===== config.mk =====
export PLATFORM = sky130hd
export DESIGN_NAME = regfile_psr
export DESIGN_NICKNAME = d
export VERILOG_FILES = /design/src/rtl/regfile_psr.sv
export SDC_FILE = /design/constraint.sdc
export NUM_CORES = 1
export LEC_CHECK = 0
export BUFFER_PORTS_ARGS = -buffer_cell sky130_fd_sc_hd__buf_2
export CORE_MARGIN = 2
export CORE_UTILIZATION = 30
export CTS_BUF_LIST = sky130_fd_sc_hd__clkbuf_16
export DETAILED_ROUTE_END_ITERATION = 12
export HOLD_SLACK_MARGIN = 0.08
export PLACE_DENSITY = 0.53
export SYNTH_ARGS = -nofsm -noshare
export SYNTH_HDL_FRONTEND = slang
export SYNTH_SLANG_ARGS = --single-unit

===== constraint.sdc =====
create_clock -name clk -period 3 [get_ports clk]
set_input_delay 0.6 -clock clk [delete_from_list [all_inputs] [get_ports clk]]
set_output_delay 0.6 -clock clk [all_outputs]
set_load 0.005 [all_outputs]

===== src/rtl/regfile_psr.sv =====
// ---------------------------------------------------------------------------
// regfile_psr: ALU operand register file (2R/1W, write-first) + 5-bit PSR
// Revision 1.0
// ---------------------------------------------------------------------------
`default_nettype none

module regfile_psr #(
  parameter int WIDTH   = 16,
  parameter int REGBITS = 4
) (
  input  logic               clk,
  input  logic               reset,
  input  logic               wr_en,
  input  logic [REGBITS-1:0] wr_addr,
  input  logic [WIDTH-1:0]   wr_data,
  input  logic [REGBITS-1:0] rd_addr1,
  input  logic [REGBITS-1:0] rd_addr2,
  output logic [WIDTH-1:0]   rd_data1,
  output logic [WIDTH-1:0]   rd_data2,
  input  logic               flag_en,
  input  logic [4:0]         flags_in,
  output logic [4:0]         psr
);

  localparam int DEPTH = 2 ** REGBITS;

  logic [WIDTH-1:0] regs [DEPTH];
  logic [4:0]       psr_q;

  always_ff @(posedge clk) begin
    if (!reset) begin
      for (int i = 0; i < DEPTH; i++) begin
        regs[i] <= '0;
      end
    end else if (wr_en) begin
      regs[wr_addr] <= wr_data;
    end
  end

  always_ff @(posedge clk) begin
    if (!reset) begin
      psr_q <= '0;
    end else if (flag_en) begin
      psr_q <= flags_in;
    end
  end

  assign psr = psr_q;

  // Bypass is gated by reset so a write being discarded at this edge never
  // appears on the read ports.
  logic bypass1;
  logic bypass2;

  assign bypass1 = reset && wr_en && (wr_addr == rd_addr1);
  assign bypass2 = reset && wr_en && (wr_addr == rd_addr2);

  always_comb begin
    rd_data1 = regs[rd_addr1];
    if (bypass1) begin
      rd_data1 = wr_data;
    end
  end

  always_comb begin
    rd_data2 = regs[rd_addr2];
    if (bypass2) begin
      rd_data2 = wr_data;
    end
  end

endmodule

`default_nettype wire


; After elaboration in Yosys (flattened, before gate mapping)
; Memory sizes are Yosys's and may differ from the RTL's.
; Cells that the tools add are included.
[classes]
n_eq_ne = 2
muxes = 9
reduce_logical = 4
[op_table]
columns = operator, n
row1 = two-way mux 16 bit, 3
row2 = OR reduction 16 bit, 1
row3 = equality test 4 bit, 2
row4 = two-way mux 1 bit, 5
row5 = two-way mux 4 bit, 1
row6 = logical AND 1 bit, 3
[word_totals]
regBits = 5
ram_bits = 256
in_bits = 37
out_inout_bits = 37
wordCells = 17
memories = 1
[memory_table]
columns = memory, depth, word_bits, read_ports, rd_clocked_by_memory_dff, write_ports, line_no
row1 = regs, 16, 16, 2, 0, 16, 27  ; logic [WIDTH-1:0] regs [DEPTH];

; Logic depth before layout (Yosys ltp)
[depth]
depth_word = 5
mapped_depth = 6
depth_no_buf = 4

; Worst setup path before layout
; OpenSTA, ideal clock, no wires.
[synth_timing]
path_type = input-to-reg
from = in reset
to = mem regs[9][0], enable pin
setup_time_ns = 0.411
t_arrival_ns = 2.348
t_required_ns = 2.589
setup_slack_ns = 0.240
path_stages = 4
path_buffers = 1
path_cell_list = nand2_1 -> or3_1 -> buf_2 -> o21ai_0
[synth_lines]
columns = element, line_no
row1 = from (decl), 12  ; input logic reset,
row2 = to (decl), 27

; Worst setup path in the final report
[layout_timing]
from = in rd_addr2[0]
to = out rd_data2[5]
[layout_between]
elab_chain_len = 3
word_cells_on_any_way = 4
cone_classes = eq/ne (1) / mux (1) / reduce/logical (1) / memory (1)
[layout_rtl]
columns = element, line_no
row1 = from (decl), 17  ; input logic [REGBITS-1:0] rd_addr2,
row2 = "parallel branches: the longest is 2 deep, another holds memory (16 x 16 bit)", -
row3 = two-way mux 16 bit *, 67  ; if (bypass2) begin
row4 = to (decl), 19  ; output logic [WIDTH-1:0] rd_data2,
; Every way passes the cells marked *.

==> summary.md <==
| Metric | Value |
|---|---|
| Status | `completed` |
| Horiz. Die Dim | `224.1 um` |
| Clock buffers created by TritonCTS | `29` |
| Cell Rows | `80` |
| Worst Path Class, Setup | `input pin to primary output` |
| Initial antenna violation count | `0` |
| Post-synth EDFFs | `256` |
| Reg clk slew, reported paths | `around 0.060 ns` |
| Largest fanout on the critical path | `18` |
| Die area | `around 50,000 um^2` |
| Clock latency at the later pin of the worst-skew pair | `approximately 0.57 ns` |
| Min-Delay Path Class | `input pin to register` |
| Slew margin rel. | `around 68%` |
| DRT Pass-1 Iters | `5` |
| Wire length of the first global-routing pass | `61,180 um` |
| GRT Total Usage | `between 15 and 20%` |
| Initial DRC Count | `approximately 670` |
| Ys flop type | `edfxtp_1` |
| Slowest stage delay, CP | `around 0.53 ns` |
| Sink Count | `261` |
| Total power | `between 8 and 9 mW` |
| Critical path buffers and inverters | `3` |
| Layout net count | `1,055` |
| Share of cells above drive strength 1 | `36.41%` |
| Ys Warns | `0` |
| Skew final | `0 ns` |
| NetSw | `2.275 mW` |
| Root Buffer Master | `clkbuf_16` |
| Finished Core Util | `a little over a third` |
| Setup violators final | `0` |
| Distinct cells, synth | `33` |
| Cell Pwr Density | `around 530 nW/um^2` |
| Critical Path, Cell by Cell | `buf_6, buf_12, mux4_2, mux2i_2, mux2i_1, mux2_4, buf_2` |
| Vias in the first global route | `a little over 9,000` |
| CORE AREA | `between 40,000 and 50,000 um^2` |
| Initial core utilization | `between 30 and 40%` |
| Post-Synthesis Cells | `917` |
| Worst slew pin tran | `around 0.48 ns` |
| Post-Layout Cell Count | `about 1,700` |
| Dpl hpwl | `approximately 27,000 um` |
| Mapped Avg Cell Area | `roughly 16 um^2` |
| Post-synthesis sequential area ratio | `a little over half` |
| FFs w/ async S/R, synth | `0%` |
| Hold-fix buffers, CTS | `0` |
| Post-Route WL | `42,170 um` |
| Post-route setup slack | `~0.074 ns` |
| Pre-CTS setup slack | `-0.04916 ns` |
| Sequential fraction of design power | `48.0%` |
| GP Congestion | `roughly 0.8` |
| TritonCTS clock tree | `built` |
| Sum Neg Setup Slack | `0 ns` |
| Pint | `6.703 mW` |
| WL/cell | `approximately 25 um` |
| Min cycle time layout | `just under 3 ns` |
| GRT overflow | `0` |
| Post-DR vias/cell | `5.150` |
| Syn nets | `between 900 and 1,000` |
| WHS | `0.2906 ns` |
| Part of the cycle the worst path needs | `97.54%` |
| RSZ-0062 raised after global routing | `no` |
| # port buffers | `between 70 and 80` |
| CP delay by family, top | `multiplexers` |
| Slowest CP cell | `mux4_2` |
| CTS max path bufs | `3` |
| Number of top-level pins | `between 70 and 80` |
| Routed vias | `8,534` |
| Largest net degree at the start of global routing | `24` |
| Drc violations | `0` |
| Switching share of power | `approximately 25%` |
| Placed inst area | `about 16,000 um^2` |
| Final Max Slew Viols | `0` |
| H-tree depth | `1` |
| Crit. End Element | `primary output` |
| Hold Fails Final Rpt | `0` |
| Area Growth Syn to Fin | `17.37%` |
| Startpoint Class | `input pin` |
| Clk network pwr share | `~37%` |
| Placed insts | `~1,600` |
| Worst vdd ir | `288.9 uV` |
| Max cap viols | `0` |
| Fmax | `341.7 MHz` |
| Cell area after layout | `roughly 17,000 um^2` |
| Antenna Violating Nets Remaining | `0` |
| CP required | `around 2.4 ns` |
| LEAKAGE | `between 6 and 7 nW` |
| Die Ht | `between 200 and 250 um` |
| Yosys reg bits | `261` |
| Fillers | `~4,500` |
| Mapped Area | `14,530 um^2` |
| Logic pwr share | `roughly 15%` |
| CP arrival | `roughly 2.3 ns` |
==> placed cells by master, fill, tap and decap left out, types with 3 or more instances in the layout <==
master     instances
and2_1           256
buf_4             58
nor3_2             3
edfxtp_1         256
mux2i_1           93
buf_12            22
mux2i_2            8
mux2_2            12
nor2_2             6
mux2_4            20
xnor2_1            5
clkinv_1          12
nor2b_1            5
mux4_2           124
nor2_1             7
nand2b_1           5
nand2_1            3
nand4_1            3
buf_2             69
o21ai_2           12
inv_1              7
clkbuf_16         29
dfxtp_1            5
==> kinds of logic (layout without fill, tap and decap cells) <==
kind of cell / Yosys count / after routing / synth area share [%]
simple gates: 292 / 292 / 12.50
mux: 261 / 261 / 29.88
flops: 261 / 261 / 53.59
buf+inv: 83 / 207 / 3.082
compound gates: 14 / 14 / 0.5940
xor+xnor: 6 / 6 / 0.3616
other cells: 0 / 1 / 0
==> path summary, 6_finish.rpt <==
kind	from	endpoint	slack, ns	depth (start not counted)
max reg2reg	psr[3]	psr[3]	2.38	2
max	rd_addr2[0]	rd_data2[5]	0.07	7
min	flags_in[0]	psr[0]	0.29	3
min reg2reg	psr[2]	psr[2]	0.52	2
==> area by class of cell <==
cell class	count	area, um^2	share of cell area [%]
Clock inverter	25	137.6	0.8069
Timing Repair Buffer	151	1244	7.292
Tap cell	615	769.5	4.511
Sequential cell	261	7787	45.66
Multi-Input combinational cell	573	6382	37.42
Clock buffer	29	725.7	4.255
Antenna cell	1	2.502	0.01467
Inverter	2	7.507	0.04401
==> power groups by stage <==
stage | Sequential [mW] | Clock [mW] | Combinational, mW
floorplan | 4.35 | 0 | 0.797
global placement | 4.37 | 0 | 1.31
detailed placement | 4.39 | 0 | 1.32
CTS | 4.31 | 3.42 | 1.33
global route | 4.34 | 3.52 | 1.40
finish | 4.31 | 3.34 | 1.33
==> worst register-to-register path, stage by stage, from the launching register on <==
cell,delay (ns)
dfxtp_1,0.31
mux2i_1,0.14
nor2b_1,0.06
==> state kept, by name, indices dropped and copies added (netlist names) <==
register / count
regs: 256
psr: 5
==> cells in the mapped netlist, drive strengths merged (2+ instances only) <==
library cell | number | area, um^2
clkbuf | 38 | 143.9
xnor2 | 5 | 43.79
o21ai | 12 | 60.06
nor2b | 5 | 31.28
mux2i | 101 | 1011
nand2 | 3 | 11.26
nand2b | 5 | 31.28
dfxtp | 5 | 100.1
mux4 | 128 | 2895
edfxtp | 256 | 7687
buf | 43 | 296.5
mux2 | 32 | 435.4
inv | 2 | 7.510
nand4 | 3 | 18.77
nor2 | 13 | 63.82
nor3 | 4 | 36.29
and2 | 256 | 1602
or3 | 2 | 12.51
==> metal layers <==
layer | global-route usage (%) | share of wire [%] | routed length, um | vias to the layer above
met1 | 23.26 | 45 | 18810 | 4484
met3 | 2.912 | 5.5 | 2330 | 53
met5 | 0 | 0 | 0 | -
li1 | - | - | - | 3736
met4 | 3.828 | 2.0 | 850 | 0
met2 | 27.93 | 48 | 20180 | 261
==> timing repair <==
item                                   in CTS  in global routing
endpoints found under the hold margin       0                  0
setup endpoints to repair                   6                  8
resized for setup                           7                  3
setup buffers                               0                  6
pin swaps                                   0                  0
(Power assumes the default switching activity.)
